<file path="src/rtl/pc_next_ctrl.sv">
`default_nettype none
// ============================================================================
// Module      : pc_next_ctrl
// Description : Producer side of the program-counter interface. Selects the
//               next fetch address and the hold/advance control sampled by the
//               PC register on every rising clk edge. Sequences the boot hold,
//               memory-wait stalls, fixed-length load-use stalls and redirects
//               that arrive while the PC is held (deferred redirects).
// Revision    : 1.0 - initial release
// ----------------------------------------------------------------------------
// Ports
//   clk             in   1  system clock, rising edge
//   rst_n           in   1  synchronous active-low reset
//   pc_cur          in  32  current PC register output
//   imem_ready      in   1  instruction memory accepts a fetch this cycle
//   load_use_hazard in   1  single-cycle load-use hazard pulse
//   branch_taken    in   1  resolved taken branch
//   branch_target   in  32  branch destination
//   jump            in   1  J/JAL resolved
//   jump_index      in  26  J-type instruction index field
//   jr              in   1  JR/JALR resolved
//   jr_target       in  32  register jump destination
//   exception       in   1  exception request
//   pc_next         out 32  PC register load value
//   pc_hold         out  1  1 = hold PC, 0 = load pc_next
//   flush_if        out  1  squash the fetch stage this cycle
//   redirect_cnt    out 16  saturating count of applied redirects
// ============================================================================
module pc_next_ctrl #(
  parameter logic [31:0] RESET_VECTOR = 32'h0000_0000,
  parameter logic [31:0] EXC_VECTOR   = 32'h8000_0180,
  parameter int unsigned BOOT_CYCLES  = 2,
  parameter int unsigned STALL_CYCLES = 1
) (
  input  logic        clk,
  input  logic        rst_n,
  input  logic [31:0] pc_cur,
  input  logic        imem_ready,
  input  logic        load_use_hazard,
  input  logic        branch_taken,
  input  logic [31:0] branch_target,
  input  logic        jump,
  input  logic [25:0] jump_index,
  input  logic        jr,
  input  logic [31:0] jr_target,
  input  logic        exception,
  output logic [31:0] pc_next,
  output logic        pc_hold,
  output logic        flush_if,
  output logic [15:0] redirect_cnt
);

  localparam logic [3:0] c_boot_last  = 4'(BOOT_CYCLES - 1);
  localparam logic [2:0] c_stall_load = 3'(STALL_CYCLES - 1);

  typedef enum logic [1:0] {
    ST_BOOT     = 2'd0,
    ST_RUN      = 2'd1,
    ST_WAIT_MEM = 2'd2,
    ST_HAZ      = 2'd3
  } state_t;

  state_t      r_state;
  state_t      w_state_nxt;
  logic [3:0]  r_boot_cnt;
  logic [3:0]  w_boot_cnt_nxt;
  logic [2:0]  r_stall_cnt;
  logic [2:0]  w_stall_cnt_nxt;
  logic        r_haz_pend;
  logic        w_haz_pend_nxt;
  logic        r_pend_valid;
  logic [31:0] r_pend_target;
  logic [15:0] r_redirect_cnt;

  logic [31:0] w_pc_plus4;
  logic [31:0] w_jump_target;
  logic [31:0] w_new_target;
  logic [31:0] w_sel;
  logic        w_hold;
  logic        w_boot;
  logic        w_flush;

  // Address selection. w_new_target is the choice among this cycle's inputs
  // only; it is also what gets captured when a redirect must be deferred.
  always_comb begin
    w_pc_plus4    = pc_cur + 32'd4;
    w_jump_target = {w_pc_plus4[31:28], jump_index, 2'b00};
    w_new_target  = w_pc_plus4;
    if (exception)         w_new_target = EXC_VECTOR;
    else if (jr)           w_new_target = jr_target;
    else if (jump)         w_new_target = w_jump_target;
    else if (branch_taken) w_new_target = branch_target;
    // A pending redirect outranks everything except a fresh exception.
    if (exception)         w_sel = EXC_VECTOR;
    else if (r_pend_valid) w_sel = r_pend_target;
    else                   w_sel = w_new_target;
  end

  // Next-state and hold decision.
  always_comb begin
    w_state_nxt     = r_state;
    w_boot_cnt_nxt  = r_boot_cnt;
    w_stall_cnt_nxt = r_stall_cnt;
    w_haz_pend_nxt  = r_haz_pend;
    w_hold          = 1'b1;
    case (r_state)
      ST_BOOT: begin
        if (r_boot_cnt == c_boot_last) begin
          w_state_nxt    = ST_RUN;
          w_boot_cnt_nxt = 4'd0;
        end else begin
          w_boot_cnt_nxt = r_boot_cnt + 4'd1;
        end
      end
      // The cycle in which memory returns behaves exactly like a RUN cycle.
      ST_RUN, ST_WAIT_MEM: begin
        if (!imem_ready) begin
          w_state_nxt = ST_WAIT_MEM;
          // Memory wait wins, but the hazard is remembered for later.
          if (load_use_hazard) w_haz_pend_nxt = 1'b1;
        end else if (load_use_hazard || r_haz_pend) begin
          w_haz_pend_nxt  = 1'b0;
          w_stall_cnt_nxt = c_stall_load;
          w_state_nxt     = (STALL_CYCLES > 1) ? ST_HAZ : ST_RUN;
        end else begin
          w_hold      = 1'b0;
          w_state_nxt = ST_RUN;
        end
      end
      ST_HAZ: begin
        // The entering RUN cycle is the first stall cycle, so HAZ lasts
        // STALL_CYCLES-1 cycles and exits as the counter reaches zero.
        w_stall_cnt_nxt = r_stall_cnt - 3'd1;
        if (r_stall_cnt <= 3'd1) begin
          w_stall_cnt_nxt = 3'd0;
          w_state_nxt     = ST_RUN;
        end
      end
      default: begin
        w_state_nxt = ST_BOOT;
      end
    endcase
  end

  always_comb begin
    w_boot       = (r_state == ST_BOOT);
    w_flush      = rst_n & ~w_hold & (w_sel != w_pc_plus4);
    pc_hold      = ~rst_n | w_hold;
    pc_next      = (~rst_n | w_boot) ? RESET_VECTOR : w_sel;
    flush_if     = w_flush;
    redirect_cnt = r_redirect_cnt;
  end

  always_ff @(posedge clk) begin
    if (!rst_n) begin
      r_state        <= ST_BOOT;
      r_boot_cnt     <= 4'd0;
      r_stall_cnt    <= 3'd0;
      r_haz_pend     <= 1'b0;
      r_pend_valid   <= 1'b0;
      r_pend_target  <= RESET_VECTOR;
      r_redirect_cnt <= 16'd0;
    end else begin
      r_state     <= w_state_nxt;
      r_boot_cnt  <= w_boot_cnt_nxt;
      r_stall_cnt <= w_stall_cnt_nxt;
      r_haz_pend  <= w_haz_pend_nxt;

      if (!w_boot) begin
        if (w_hold) begin
          // First redirect captured wins, except an exception always wins.
          if (exception) begin
            r_pend_target <= EXC_VECTOR;
            r_pend_valid  <= 1'b1;
          end else if (!r_pend_valid && (jr || jump || branch_taken)) begin
            r_pend_target <= w_new_target;
            r_pend_valid  <= 1'b1;
          end
        end else begin
          r_pend_valid <= 1'b0;
        end
      end

      if (w_flush && (r_redirect_cnt != 16'hFFFF)) begin
        r_redirect_cnt <= r_redirect_cnt + 16'd1;
      end
    end
  end

endmodule
`default_nettype wire

</file>
<file path="config.mk">
export PLATFORM = sky130hd
export DESIGN_NAME = pc_next_ctrl
export DESIGN_NICKNAME = d
export VERILOG_FILES = /design/src/rtl/pc_next_ctrl.sv
export SDC_FILE = /design/constraint.sdc
export NUM_CORES = 1
export LEC_CHECK = 0
export ABC_AREA = 1
export BUFFER_PORTS_ARGS = -buffer_cell sky130_fd_sc_hd__buf_2
export CORE_MARGIN = 3
export CORE_UTILIZATION = 38
export DETAILED_ROUTE_END_ITERATION = 10
export GPL_ROUTABILITY_DRIVEN = 0
export PLACE_DENSITY = 0.69
export SYNTH_ARGS = -nofsm -noshare
export SYNTH_HDL_FRONTEND = slang
export SYNTH_SLANG_ARGS = --single-unit
</file>
<file path="constraint.sdc">
create_clock -name clk -period 6.1 [get_ports clk]
set_input_delay 1.22 -clock clk [delete_from_list [all_inputs] [get_ports clk]]
set_output_delay 1.22 -clock clk [all_outputs]
set_load 0.01 [all_outputs]
</file>
== Word-level counts from Yosys, hierarchy flattened ==
Index checks and enable logic that the tools add are counted.
Storage, ports and cells
  input port bits: 130
  output and inout port bits: 50
  flip-flop bits (word level): 59
  logic and storage cells: 73
Operators by class
  bitwise operators: 7
  add/sub/neg operators: 4
  muxes and demuxes: 26
  equality and inequality tests: 12
  magnitude comparators: 1
  reductions and logical operators: 16
Operator list (count)
  $mux W32: 8
  $add A32 B3 Y32 const B: 1
  $ne A32 B32 Y1: 1
  $add A16 B1 Y16 const B: 1
  $ne A16 B16 Y1 const B: 1
  $mux W1: 9
  $mux W3: 3
  $reduce_and A3 Y1: 3
  $mux W2: 3
  $ne A2 B2 Y1 const B: 3
  $pmux W2 S3: 1
  $pmux W3 S2: 1
  $reduce_bool A2 Y1: 3
  $add A4 B1 Y4 const B: 1
  $eq A2 B2 Y1 const B: 2
  $eq A4 B1 Y1 const B: 1
  $mux W4: 1
  $ne A2 B1 Y1 const B: 2
  $reduce_and A2 Y1: 2
  $le A3 B1 Y1 const B: 1
  $logic_or A1 B1 Y1: 3
  $ne A3 B2 Y1 const B: 1
  $not A1 Y1: 3
  $sub A3 B1 Y3 const B: 1
  7 further kinds: 10

== Logic depth before layout (Yosys ltp) ==
  depth in word-level cells: 9
  gate-level depth with buffers: 23
  depth with buffers taken out: 22

== Worst setup path before layout ==
No wires, ideal clock.
  kind: input to output
  start: in pc_cur[2]
  end: out flush_if
  required time: 4.880 ns
  arrival time: 3.020 ns
  path buffers: 1
  setup slack: 1.860 ns
  stages on the path: 21
  path through: ha_1 -> nand2_2 -> nor2_8 -> nand2_4 -> nor2_4 -> nand2_1 -> nand2_1 -> nand2_1 -> nand2_1 -> nand2_1 -> nand3_1 -> nand2_1 -> nand2_1 -> nand2_1 -> nor2_1 -> nand2_1 -> nor2_2 -> nand3_4 -> buf_2 -> nand2_1 -> inv_1
Between the ends
  longest elaborated chain between the ends: 8
Ends and longest elaborated chain
  start: declaration: line 37  | input logic [31:0] pc_cur,
  $add A32 B3 Y32 (*): line 86  | w_pc_plus4 = pc_cur + 32'd4;
  $mux W32: line 92  | else if (branch_taken) w_new_target = branch_target;
  $mux W32: line 91  | else if (jump) w_new_target = w_jump_target;
  $mux W32: line 90  | else if (jr) w_new_target = jr_target;
  $mux W32: line 95  | else if (r_pend_valid) w_sel = r_pend_target;
  $mux W32: line 94  | if (exception) w_sel = EXC_VECTOR;
  $ne A32 B32 Y1 (*): line 147  | w_flush = rst_n & ~w_hold & (w_sel != w_pc_plus4);
  $and A1 B1 Y1 (*): line 147
  end: declaration: line 49  | output logic flush_if,
Every way passes the cells marked *; elsewhere a longest branch is shown, timed or not.

== Worst setup path after layout ==
  start: in jr
  end: out flush_if
Between the ends
  longest elaborated chain between the ends: 5
Ends and longest elaborated chain
  start: declaration: line 44  | input logic jr,
  $mux W32: line 90
  $mux W32: line 95
  $mux W32: line 94
  $ne A32 B32 Y1: line 147
  $and A1 B1 Y1: line 147
No other way between the ends.

==> flow_summary.toml <==
[status]
outcome = "complete, no violations"

[layout]
drive_gt1_share_pct = 19.5
utilization_pct = 48.1
final_cell_mix = "nand2_1 (397), nor2_1 (192), buf_2 (179), inv_1 (103), nand3_1 (83)"
fin_nets = 1379
final_common_cell = "nand2_1"
fin_area_mm2 = 0.00710
diodes = 0
fillerInstances = 1658
syn2layout_area_growth_pct = 21.7

[detailed_routing]
drtIter0Drc = 483
drc = 0
drtPass1Iterations = 5
wl_per_cell_um = 13.6
wl_mm = 19.5
vias_per_cell = 5.09
num_vias = 7275
ant_nets = 0

[global_routing]
use_met1_pct = 29.2
grt.total_usage_pct = 22.4
grt.busiest_layer = "met2"
overflow = 0
grt_first_pass_wirelength_mm = 30.4
grtUsageMet3_pct = 3.85
antenna_found_initial = 0
grt_use_met2_pct = 37.6
grt_pass1_vias = 6515
grt_max_degree = 46

[floorplan]
die-width_um = 130
row_count = 44
dieArea_mm2 = 0.0169
pin_count = 180
core_mm2 = 0.0148
initial_core_util_pct = 39.6
die_h_um = 130

[cts]
clk_pin_slew_worst_paths_ns = 0.05
cts_buffer_depth = 2
clock_latency_ns = 0.32
cts_root_buffer = "clkbuf_16"
cts_resized = 0
cts_tree = "yes"
clock-sinks = 59
cts-hold-fix-buffers = 0
cts_setup_buffers = 0
cts_made_buffers = 9
h-tree-depth = 3

[pwr]
ir_drop_v = 0.000148
p_per_area_mw_per_mm2 = 238
leakagePower_nw = 3.77

[placement]
pre_cts_ws_ns = 1.05
io_buffers = 179
hpwl_mm = 15.0
placed_cell_area_mm2 = 0.00682

[timing]
setup_viol = 0
relSlewSlack_pct = 33.6
rsz0062_at_grt = "false"
layout_min_cycle_time_ns = 5.10
clock.fmax_ghz = 0.196
hold_ws_ns = 0.465
fin_skew_ns = 0.00780
fin_setup_tns_ns = 0
slew_violations = 0
tightest_slew_ns = 0.995
setup_slack_ns = 0.998
report.final.hold_viol_count = 0
fin_crit_sh_pct = 83.6

[setup_path]
r2r-end = "redirect_cnt[15]"
startpoint = "jr"
endpoint = "flush_if"
rrSetupSlack_ns = 3.04
arrival_ns = 3.88
rr_startpoint = "r_pend_valid"
cp_max_fo = 45
cp-end-kind = "primary output"
r2r.worst_path.cells = 15
criticalPathCategory = "input pin to primary output"
start_kind = "input pin"
worst_ep_required_time_ns = 4.88

[synthesis]
synthesis.area_mm2 = 0.00584
synth_cell_types = 42
synth_seq_cells = 59
yosysWarnings = 0
avgSynthCellArea_um2 = 5.37
synth_nets = 1223
yosys_most_used_dff = "dfxtp_1"
synth_edf_count = 0
yosysSeqAreaShare_pct = 20.2
postSynthCellCount = 1087
async_flop_share_pct = 0

[min_path]
hold_class = "flip-flop to flip-flop"

[job]
maxCapViolations = 0
-- state kept, by name, summed over array words and instances (netlist names) --
signal,flops
r_boot_cnt,4
r_haz_pend,1
r_pend_target,32
r_pend_valid,1
r_stall_cnt,3
r_state,2
redirect_cnt,16
-- critical path: stages --
cell	delay, ns
buf_2	0.26
inv_2	0.63
o21ai_0	0.22
nor2_1	0.13
o21ai_0	0.12
o211ai_1	0.13
nand3_1	0.13
nand2_1	0.08
nand2_1	0.05
nor2_1	0.09
nand3_1	0.13
nor2_2	0.19
nand3_4	0.20
nand2_1	0.11
inv_1	0.04
buf_2	0.13
-- per-layer routing --
| layer | share of wire (%) | vias to the layer above |
|---|---|---|
| met4 | 2.8 | 0 |
| li1 | - | 3756 |
| met5 | 0 | - |
| met3 | 7.0 | 44 |
| met2 | 46 | 284 |
| met1 | 44 | 3191 |
-- cell usage after synthesis (2+ instances only) --
master / number / area, um^2
nand2_1: 397 / 1490
nor2_1: 192 / 721
inv_1: 103 / 387
nand3_1: 83 / 415
dfxtp_1: 59 / 1180
a21oi_1: 43 / 215
o21ai_0: 33 / 165
clkbuf_1: 22 / 82.6
nand3b_1: 17 / 128
nand4_1: 13 / 81.3
xor2_1: 12 / 105
buf_2: 11 / 55.1
nor2_2: 10 / 62.6
nor3_1: 10 / 50.1
o21ai_1: 7 / 35.0
or2_2: 7 / 43.8
ha_1: 6 / 75.1
inv_2: 6 / 22.5
nor2_4: 6 / 67.6
o211ai_1: 6 / 45.0
o221a_2: 5 / 56.3
nand2_2: 4 / 25.0
o221a_1: 4 / 45.0
buf_1: 3 / 11.3
buf_6: 3 / 33.8
o21bai_1: 3 / 22.5
o221ai_1: 3 / 26.3
a211oi_1: 2 / 15.0
a2bb2oi_1: 2 / 17.5
and2_1: 2 / 12.5
nand3_4: 2 / 35.0
-- cell families after synthesis --
family          count (synthesis)  synth area share (%)
compound gates                113                  11.9
xor+xnor                       13                  1.95
fa+ha+maj                       6                  1.29
buf+inv                       150                  10.3
flops                          59                  20.2
simple gates                  746                  54.3
-- per-stage QoR --
| stage | std cells | power, mW |
|---|---|---|
| after floorplan | 1087 | 1.00 |
| after global placement | 1416 | 1.19 |
| after detailed placement | 1416 | 1.20 |
| after CTS | 1430 | 1.70 |
| after global routing | 1430 | 1.83 |
| final | 1430 | 1.69 |
-- final cells by class --
class	instances	area, um^2	area share [%]
inverters	111	419	5.90
clock inverters	3	40.0	0.564
repair buffers	184	933	13.1
multi-input cells	878	4050	57.1
well taps	184	230	3.24
flip-flops and latches	59	1180	16.6
clock buffers	11	243	3.42
-- power by group --
| part | switching [mW] | internal (mW) | leakage [nW] | total, mW |
|---|---|---|---|---|
| clock | 0.169 | 0.321 | 0.141 | 0.490 |
| combinational | 0.478 | 0.245 | 3.15 | 0.724 |
| sequential | 0.0348 | 0.443 | 0.480 | 0.478 |
-- how the worst min path moves through the flow --
stage / start / to / slack [ns] / depth (start not counted)
after global placement: r_pend_target[5] / r_pend_target[5] / 0.45 / 2
final: r_pend_target[24] / r_pend_target[24] / 0.47 / 2
after CTS: r_pend_target[5] / r_pend_target[5] / 0.46 / 2
after global routing: r_pend_target[18] / r_pend_target[18] / 0.48 / 2
after detailed placement: r_pend_target[5] / r_pend_target[5] / 0.46 / 2
after floorplan: r_pend_target[18] / r_pend_target[18] / 0.44 / 2
(Power assumes the default switching activity.)
